[config.mk]
export PLATFORM = sky130hd
export DESIGN_NAME = wav_stream_writer
export DESIGN_NICKNAME = d
export VERILOG_FILES = /design/src/rtl/wav_pkg.sv /design/src/rtl/wav_stream_writer_header_rom.sv /design/src/rtl/wav_stream_writer.sv
export SDC_FILE = /design/constraint.sdc
export NUM_CORES = 1
export LEC_CHECK = 0
export BUFFER_PORTS_ARGS = -buffer_cell sky130_fd_sc_hd__buf_2
export CORE_MARGIN = 2
export CORE_UTILIZATION = 32
export CTS_CLUSTER_SIZE = 25
export DETAILED_ROUTE_END_ITERATION = 16
export SKIP_LAST_GASP = 1
export SLEW_MARGIN = 5
export SYNTH_ARGS = -nofsm -noshare
export SYNTH_HDL_FRONTEND = slang
export SYNTH_SLANG_ARGS = --single-unit
[constraint.sdc]
create_clock -name clk_in -period 5.5 [get_ports clk_in]
set_clock_uncertainty 0.15 [all_clocks]
set_input_delay 0.275 -clock clk_in [delete_from_list [all_inputs] [get_ports clk_in]]
set_output_delay 0.275 -clock clk_in [all_outputs]
set_load 0.02 [all_outputs]
[src/rtl/wav_pkg.sv]
// Shared WAV/RIFF constants, state encoding and byte-select helpers.
// Purely declarative; no latency.
// No flow control of its own; used by both the writer and the parser.
package wav_pkg;

  localparam int unsigned WAV_HEADER_BYTES = 44;

  // Chunk IDs as they appear in the file: first character in the top byte.
  localparam logic [31:0] RIFF_ID = 32'h5249_4646; // "RIFF"
  localparam logic [31:0] WAVE_ID = 32'h5741_5645; // "WAVE"
  localparam logic [31:0] FMT_ID  = 32'h666D_7420; // "fmt "
  localparam logic [31:0] DATA_ID = 32'h6461_7461; // "data"

  localparam logic [31:0] FMT_CHUNK_SIZE = 32'd16;
  localparam logic [15:0] WAV_FMT_PCM    = 16'd1;
  localparam logic [15:0] WAV_CHANNELS   = 16'd1;
  localparam logic [15:0] WAV_BLOCK_ALGN = 16'd1;
  localparam logic [15:0] WAV_BITS_PER_S = 16'd8;

  typedef enum logic [1:0] {
    IDLE   = 2'd0,
    HEADER = 2'd1,
    DATA   = 2'd2,
    FLUSH  = 2'd3
  } wav_state_e;

  // Byte k of a little-endian numeric field (k=0 is the LSB, sent first).
  function automatic logic [7:0] le_byte(input logic [31:0] v, input logic [1:0] k);
    return v[{k, 3'b000} +: 8];
  endfunction

  // Byte k of a four-character chunk ID (k=0 is the first character).
  function automatic logic [7:0] id_byte(input logic [31:0] id, input logic [1:0] k);
    return id[{~k, 3'b000} +: 8];
  endfunction

endpackage

[src/rtl/wav_stream_writer_header_rom.sv]
// Combinational lookup of one byte of the canonical 44-byte WAV header.
// Zero latency: the byte follows idx_i/num_samples_i in the same cycle.
// No handshake; the caller decides when to sample the output.
module wav_header_rom
  import wav_pkg::*;
#(
  parameter int unsigned SAMPLE_RATE = 8000
) (
  input  logic [5:0]  idx_i,
  input  logic [31:0] num_samples_i,
  output logic [7:0]  hdr_byte_o
);

  localparam logic [31:0] RATE_W = 32'(SAMPLE_RATE);

  logic [31:0] riff_size;
  logic [1:0]  k;

  // Select the header word by idx[5:2] and the byte within it by idx[1:0].
  always_comb begin
    riff_size  = 32'd36 + num_samples_i;
    k          = idx_i[1:0];
    hdr_byte_o = 8'h00;
    case (idx_i[5:2])
      4'd0:    hdr_byte_o = id_byte(RIFF_ID, k);
      4'd1:    hdr_byte_o = le_byte(riff_size, k);
      4'd2:    hdr_byte_o = id_byte(WAVE_ID, k);
      4'd3:    hdr_byte_o = id_byte(FMT_ID, k);
      4'd4:    hdr_byte_o = le_byte(FMT_CHUNK_SIZE, k);
      4'd5:    hdr_byte_o = le_byte({WAV_CHANNELS, WAV_FMT_PCM}, k);
      4'd6:    hdr_byte_o = le_byte(RATE_W, k);
      4'd7:    hdr_byte_o = le_byte(RATE_W, k); // byte rate == sample rate for 8-bit mono
      4'd8:    hdr_byte_o = le_byte({WAV_BITS_PER_S, WAV_BLOCK_ALGN}, k);
      4'd9:    hdr_byte_o = id_byte(DATA_ID, k);
      4'd10:   hdr_byte_o = le_byte(num_samples_i, k);
      default: hdr_byte_o = 8'h00;
    endcase
  end

endmodule

[src/rtl/wav_stream_writer.sv]
// WAV byte-stream encoder: 44-byte RIFF header then N sample bytes, 1 byte/transfer.
// First header byte valid the cycle after start; samples pass through with 1 cycle latency.
// Single output register stage; sample_ready_out follows sink readiness while in DATA.
module wav_stream_writer
  import wav_pkg::*;
#(
  parameter int unsigned SAMPLE_RATE = 8000
) (
  input  logic        clk_in,
  input  logic        rst_in,
  input  logic        start_in,
  input  logic [31:0] num_samples_in,
  input  logic [7:0]  sample_in,
  input  logic        sample_valid_in,
  output logic        sample_ready_out,
  output logic [7:0]  wavbyte_out,
  output logic        wavbyte_valid_out,
  input  logic        wavbyte_ready_in,
  output logic        busy_out,
  output logic        done_out
);

  wav_state_e  state_q, state_d;
  logic [5:0]  idx_q, idx_d;
  logic [31:0] n_q, n_d;
  logic [31:0] cnt_q, cnt_d;
  logic [7:0]  byte_q, byte_d;
  logic        vld_q, vld_d;
  logic        busy_q, busy_d;
  logic        done_q, done_d;

  logic        can_load;
  logic [5:0]  rom_idx;
  logic [31:0] rom_n;
  logic [7:0]  rom_byte;

  // The output register accepts a new byte when empty or draining this cycle.
  assign can_load = !vld_q || wavbyte_ready_in;

  // In IDLE the ROM is driven with byte 0 so the first header byte can be
  // loaded on the start cycle itself.
  assign rom_idx = (state_q == IDLE) ? 6'd0 : idx_q;
  assign rom_n   = (state_q == IDLE) ? num_samples_in : n_q;

  wav_header_rom #(
    .SAMPLE_RATE (SAMPLE_RATE)
  ) u_hdr_rom (
    .idx_i         (rom_idx),
    .num_samples_i (rom_n),
    .hdr_byte_o    (rom_byte)
  );

  // Next-state, output-register load and handshake decode.
  always_comb begin
    state_d          = state_q;
    idx_d            = idx_q;
    n_d              = n_q;
    cnt_d            = cnt_q;
    byte_d           = byte_q;
    vld_d            = vld_q && !wavbyte_ready_in;
    busy_d           = busy_q;
    done_d           = 1'b0;
    sample_ready_out = 1'b0;
    case (state_q)
      IDLE: begin
        if (start_in) begin
          n_d     = num_samples_in;
          byte_d  = rom_byte;
          vld_d   = 1'b1;
          idx_d   = 6'd1;
          busy_d  = 1'b1;
          state_d = HEADER;
        end
      end
      HEADER: begin
        if (can_load) begin
          byte_d = rom_byte;
          vld_d  = 1'b1;
          idx_d  = idx_q + 6'd1;
          if (idx_q == 6'(WAV_HEADER_BYTES - 1)) begin
            cnt_d   = n_q;
            state_d = (n_q != 32'd0) ? DATA : FLUSH;
          end
        end
      end
      DATA: begin
        sample_ready_out = can_load;
        if (sample_valid_in && can_load) begin
          byte_d = sample_in;
          vld_d  = 1'b1;
          cnt_d  = cnt_q - 32'd1;
          if (cnt_q == 32'd1) begin
            state_d = FLUSH;
          end
        end
      end
      FLUSH: begin
        if (!vld_q) begin
          done_d  = 1'b1;
          busy_d  = 1'b0;
          state_d = IDLE;
        end
      end
      default: state_d = IDLE;
    endcase
  end

  // State and output registers; reset abandons any partial file silently.
  always_ff @(posedge clk_in) begin
    if (rst_in) begin
      state_q <= IDLE;
      idx_q   <= 6'd0;
      n_q     <= 32'd0;
      cnt_q   <= 32'd0;
      byte_q  <= 8'h00;
      vld_q   <= 1'b0;
      busy_q  <= 1'b0;
      done_q  <= 1'b0;
    end else begin
      state_q <= state_d;
      idx_q   <= idx_d;
      n_q     <= n_d;
      cnt_q   <= cnt_d;
      byte_q  <= byte_d;
      vld_q   <= vld_d;
      busy_q  <= busy_d;
      done_q  <= done_d;
    end
  end

  assign wavbyte_out       = byte_q;
  assign wavbyte_valid_out = vld_q;
  assign busy_out          = busy_q;
  assign done_out          = done_q;

endmodule

==> metrics, run 1 <==
commonest non-fill, non-tap cell in the layout=nand2_1; Core ar.=0.0194 mm²; Ys Warns=0; status=completed; relative max-transition margin=0.303; Clock Latency Late Sink=0.36 ns; Area Growth Syn to Fin=11.7%; cell taking the most area after synthesis=dfxtp_1; final worst path period share=0.682; clock sinks=83; total track usage=0.215; leakage power total=0.00251 µW; via/cell ratio=5.81; Final setup violation count=0; Sw Share=0.500; critical path arrival=3.85 ns; Port-buffer cells=56; routed via count=6727; DRC viols=0; FF+latch count, synth=83; CTS tree=done; number of cell rows=51; Critical Path Source Type=flip-flop; initial drt markers=758; post-route insts no fill=1157; CTS resizes=0; measured slew at the worst slew-check pin=1.05 ns; worst setup path start=state_q[0]$_SDFFE_PP0P_; Internal=1910 µW; dpl cells=1141; final worst slack=1.75 ns; Net Switching=1910 µW; FILL cells=2080; post-synth net total=923; die boundary width=144 µm; Comb pwr share=0.592; dpl hpwl=15700 µm; Crit path required time=5.60 ns; worst flop-to-flop path startpoint=state_q[0]$_SDFFE_PP0P_; synth top area cells=dfxtp_1 (26%), nand2_1 (8.8%), a21oi_1 (7.1%); Max Clk Rate=267 MHz; Final Net Count=941; Hold Violations, Final=0; Gate Count Post-Synth=869; top cell type's share of synthesized area=0.263; Worst VDD drop=0.280 mV; post-synth cell types=82; Worst Setup Path Type=flip-flop to flip-flop; max cap viols=0; CTS Buffer Depth=2; initial antenna violation count=0; number of flops mapped to enable cells by yosys=0; HP Start=num_samples_in[0]; height of the die=144 µm; routability cong.=0.948; setup bufs post-CTS=0; hold-fix buffers at CTS=0; pre-CTS WS=1.85 ns; TritonRoute pass-1 iters=5; Flop pwr share=0.246; gr ovfl total=0; initial core utilization=0.326; ys async rst share=0; layout cells sized above 1=0.139; largest net degree at the start of global routing=84; post-synthesis sequential area ratio=0.263; max-slew violations=0; most frequent cells in the layout=nand2_1 (148), a21oi_1 (90), dfxtp_1 (83); setup_tns=0 ns; clock network power share=0.162; CTS H-tree depth=3; Reg clk slew, reported paths=0.07 ns; Hold WC Path Type=input port to flip-flop; ys flop type=dfxtp_1; final core utilization=0.364; vias in the first global route=5945; Synth Area per Inst=7.27 µm²; Worst setup EP type=flip-flop; worst-path fanout max=48; RSZ-0062 raised after global routing=false; power per cell area=541 mW/mm²; # diodes=0; Hold WS=0.0313 ns; CTS buffer count=9; I/O pin total=57; Root Buffer=clkbuf_16; first-pass GRT wire length=34500 µm; DR WL/cell=18.9 µm; Post-DRT Antenna Nets=0; area of the mapped netlist=0.00632 mm²; DRT Wirelength=21900 µm; die area=0.0209 mm²; post-layout minimum cycle time=3.75 ns
-- registers in the layout, indices dropped and copies added (netlist names) --
register / count
busy_out: 1
cnt_q: 32
done_out: 1
idx_q: 6
n_q: 32
state_q: 2
wavbyte_out: 8
wavbyte_valid_out: 1
-- metrics by stage --
step	total power (µW)	instance area, µm²
global placement	3150	6750
finish	3820	7050
CTS	3790	7050
global route	4100	7050
detailed placement	3160	6750
floorplan	2620	6320
-- per-layer routing --
layer,track usage,wire length (µm),part of all wire
met5,0,0,0
met1,0.317,10400,0.48
met2,0.313,9270,0.42
met4,0.0552,335,0.015
met3,0.0493,1850,0.084
-- worst max-delay path, stage by stage (launching register included) --
cell and delay (ns):
dfxtp_1 0.36, inv_1 0.14, ha_2 0.54, buf_4 0.55, mux2i_1 0.29, a21oi_2 0.32, nand4_1 0.29, nor3_2 0.29
a211oi_1 0.11, or3_1 0.36, a31o_2 0.23
-- Yosys cell counts, types with 7 or more instances --
library cell / count
a211oi_1: 27
a21oi_1: 90
a22oi_1: 14
buf_2: 13
clkbuf_1: 40
dfxtp_1: 83
ha_1: 9
inv_1: 12
mux2i_1: 25
nand2_1: 148
nand2b_1: 12
nand3_1: 27
nand3b_1: 11
nand4_1: 17
nor2_1: 71
nor3_1: 22
nor4_1: 12
o211ai_1: 8
o21ai_0: 43
o22ai_1: 14
o2bb2ai_1: 7
o31ai_1: 7
o32ai_1: 9
or3_1: 7
xnor2_1: 9
xor2_1: 10
-- path summary, 6_finish.rpt --
check                           endpoint  slack [ns]  depth (start not counted)
max          wavbyte_out[4]$_SDFFE_PP0P_        1.75                         10
min reg2reg        busy_out$_SDFFE_PP0P_        0.33                          2
min                  n_q[0]$_SDFFE_PP0P_        0.03                          3
max reg2reg  wavbyte_out[4]$_SDFFE_PP0P_        1.75                         10
-- cell families (layout without fill, tap and decap cells) --
logic type	count (synthesis)	in the layout	synth area share
and+or+nand+nor	382	382	0.311
AOI/OAI and AO/OA	270	270	0.277
DFF	83	83	0.263
buffers and inverters	73	96	0.0497
muxes	32	32	0.0539
xor gates and xnor gates	19	19	0.0263
adders and majority gates	10	10	0.0194
-- layout make-up --
type	count	area [µm²]	share of cell area
Clock buffer	12	267	0.0378
Clock inverter	4	32.5	0.00461
Inverter	12	45.0	0.00639
Multi-Input combinational cell	713	4350	0.616
Sequential cell	83	1660	0.236
Tap cell	265	332	0.0470
Timing Repair Buffer	68	370	0.0525
-- power by group through the flow --
| stage | Clock [µW] | Sequential [µW] | Combinational (µW) |
|---|---|---|---|
| 3_3_place_gp | 0 | 945 | 2200 |
| 3_5_place_dp | 0 | 944 | 2220 |
| 2_1_floorplan | 0 | 912 | 1710 |
| 6_report | 619 | 939 | 2260 |
| 4_1_cts | 629 | 932 | 2230 |
| 5_1_grt | 654 | 958 | 2490 |
Note: power is estimated with default switching activity, not from simulation.
==> run 2, diff against run 1 <==
clock period = 3.4 ns   (was 5.5 ns; I/O delays follow)
==> metrics, run 2 (synthesis gave the netlist of run 1 again) <==
status=completed (unchanged); dpl hpwl=15900 µm (was 15700 µm); Final setup violation count=0 (unchanged); routed via count=6858 (was 6727); # diodes=0 (unchanged); final worst path period share=0.944 (was 0.682); clock sinks=83 (unchanged); Crit path required time=3.49 ns (was 5.60 ns); commonest non-fill, non-tap cell in the layout=nand2_1 (unchanged); Final Net Count=988 (was 941); DRT Wirelength=22000 µm (was 21900 µm); RSZ-0062 raised after global routing=false (unchanged); Area Growth Syn to Fin=18.7% (was 11.7%); CTS Buffer Depth=2 (unchanged); Hold Violations, Final=0 (unchanged); TritonRoute pass-1 iters=5 (unchanged); gr ovfl total=0 (unchanged); max-slew violations=0 (unchanged); I/O pin total=57 (unchanged); initial drt markers=531 (was 758); DR WL/cell=18.3 µm (was 18.9 µm); die area=0.0209 mm² (unchanged); Reg clk slew, reported paths=0.06 ns (was 0.07 ns); routability cong.=0.913 (was 0.948); Clock Latency Late Sink=0.35 ns (was 0.36 ns); max cap viols=0 (unchanged); initial core utilization=0.326 (unchanged); critical path arrival=3.30 ns (was 3.85 ns); CTS buffer count=9 (unchanged); Root Buffer=clkbuf_16 (unchanged); DRC viols=0 (unchanged); most frequent cells in the layout=nand2_1 (148), a21oi_1 (90), dfxtp_1 (83) (unchanged); first-pass GRT wire length=34800 µm (was 34500 µm); Critical Path Source Type=flip-flop (unchanged); leakage power total=0.00272 µW (was 0.00251 µW); total track usage=0.215 (about the same); die boundary width=144 µm (unchanged); via/cell ratio=5.70 (was 5.81); worst-path fanout max=7 (was 48); Worst setup EP type=flip-flop (unchanged); power per cell area=832 mW/mm² (was 541 mW/mm²); measured slew at the worst slew-check pin=0.940 ns (was 1.05 ns); Port-buffer cells=56 (unchanged); layout cells sized above 1=0.148 (was 0.139); Hold WC Path Type=input port to flip-flop (unchanged); Worst VDD drop=0.524 mV (was 0.280 mV); post-layout minimum cycle time=3.21 ns (was 3.75 ns); placed cell areas=0.00689 mm² (was 0.00675 mm²); relative max-transition margin=0.365 (was 0.303); Core ar.=0.0194 mm² (unchanged); height of the die=144 µm (unchanged); Max Clk Rate=311 MHz (was 267 MHz); CTS tree=done (unchanged); setup_tns=0 ns (unchanged); CTS H-tree depth=3 (unchanged); largest net degree at the start of global routing=77 (was 84); Post-DRT Antenna Nets=0 (unchanged); initial antenna violation count=0 (unchanged); Final Cell Area=0.00750 mm² (was 0.00705 mm²); Worst Setup Path Type=flip-flop to flip-flop (unchanged); vias in the first global route=6159 (was 5945); number of cell rows=51 (unchanged)
==> run 2: changes by cell type in the layout (fill, tap and decap cells not counted), moves of 2 or more <==
cell	change
buf_12	+2
buf_4	+13
clkbuf_8	-2
clkinv_2	+2
dlygate4sd3_1	+32
==> run 2: final timing paths <==
path                                start                     endpoint  slack (ns)  depth (start not counted)
hold reg to reg     busy_out$_SDFFE_PP0P_        busy_out$_SDFFE_PP0P_        0.34                          2
hold / removal                   start_in        busy_out$_SDFFE_PP0P_        0.05                          3
setup reg to reg  state_q[0]$_SDFFE_PP0P_  wavbyte_out[4]$_SDFFE_PP0P_        0.19                         11
setup / recovery  state_q[0]$_SDFFE_PP0P_  wavbyte_out[4]$_SDFFE_PP0P_        0.19                         11
==> run 2: per-stage QoR <==
stage	hold slack (ns)	worst slack, ns	total power, µW	cells	utilization
floorplan	0.156	0.0308	4240	869	-
global placement	0.287	0.379	5190	1156	0.355
detailed placement	0.288	0.299	5200	1156	0.355
CTS	0.0444	0.283	6190	1204	0.386
global route	0.0933	0.0170	6720	1204	0.386
finish	0.0531	0.190	6240	1204	0.386
==> run 2: worst max-delay path, stage by stage, from the launching register on <==
cell	delay [ns]
dfxtp_1	0.41
inv_1	0.12
ha_2	0.24
mux2_2	0.25
ha_1	0.24
a21oi_1	0.11
a21oi_2	0.31
nand4_1	0.30
nor3_2	0.27
a211oi_1	0.10
or3_1	0.35
a31o_2	0.24
==> run 2: cell type report <==
type / count / area, µm²
flip-flops and latches: 83 / 1660
clock buffers: 11 / 243
multi-input cells: 713 / 4350
clock inverters: 5 / 35.0
fillers: 2063 / 11900
repair buffers: 115 / 828
well taps: 265 / 332
inverters: 12 / 45.0
==> run 2: repair_timing <==
item / 4_1_cts / 5_1_grt
hold endpoints to repair: 32 / 0
hold buffers: 32 / 0
setup endpoints to repair: 0 / 1
resized for setup: 0 / 1
buffers inserted: 0 / 0
==> run 2: routing by layer <==
metal  wire, µm  share of wire  global-route usage
met5          0              0                   0
met4        401          0.018              0.0531
met3       1820          0.083              0.0417
met2       9240           0.42               0.310
met1      10600           0.48               0.324
==> run 2: power by group <==
| group | internal, µW | total, µW | switching (µW) |
|---|---|---|---|
| Clock | 518 | 946 | 428 |
| Combinational | 1440 | 3780 | 2340 |
| Sequential | 1210 | 1510 | 301 |
| Total | 3170 | 6240 | 3060 |
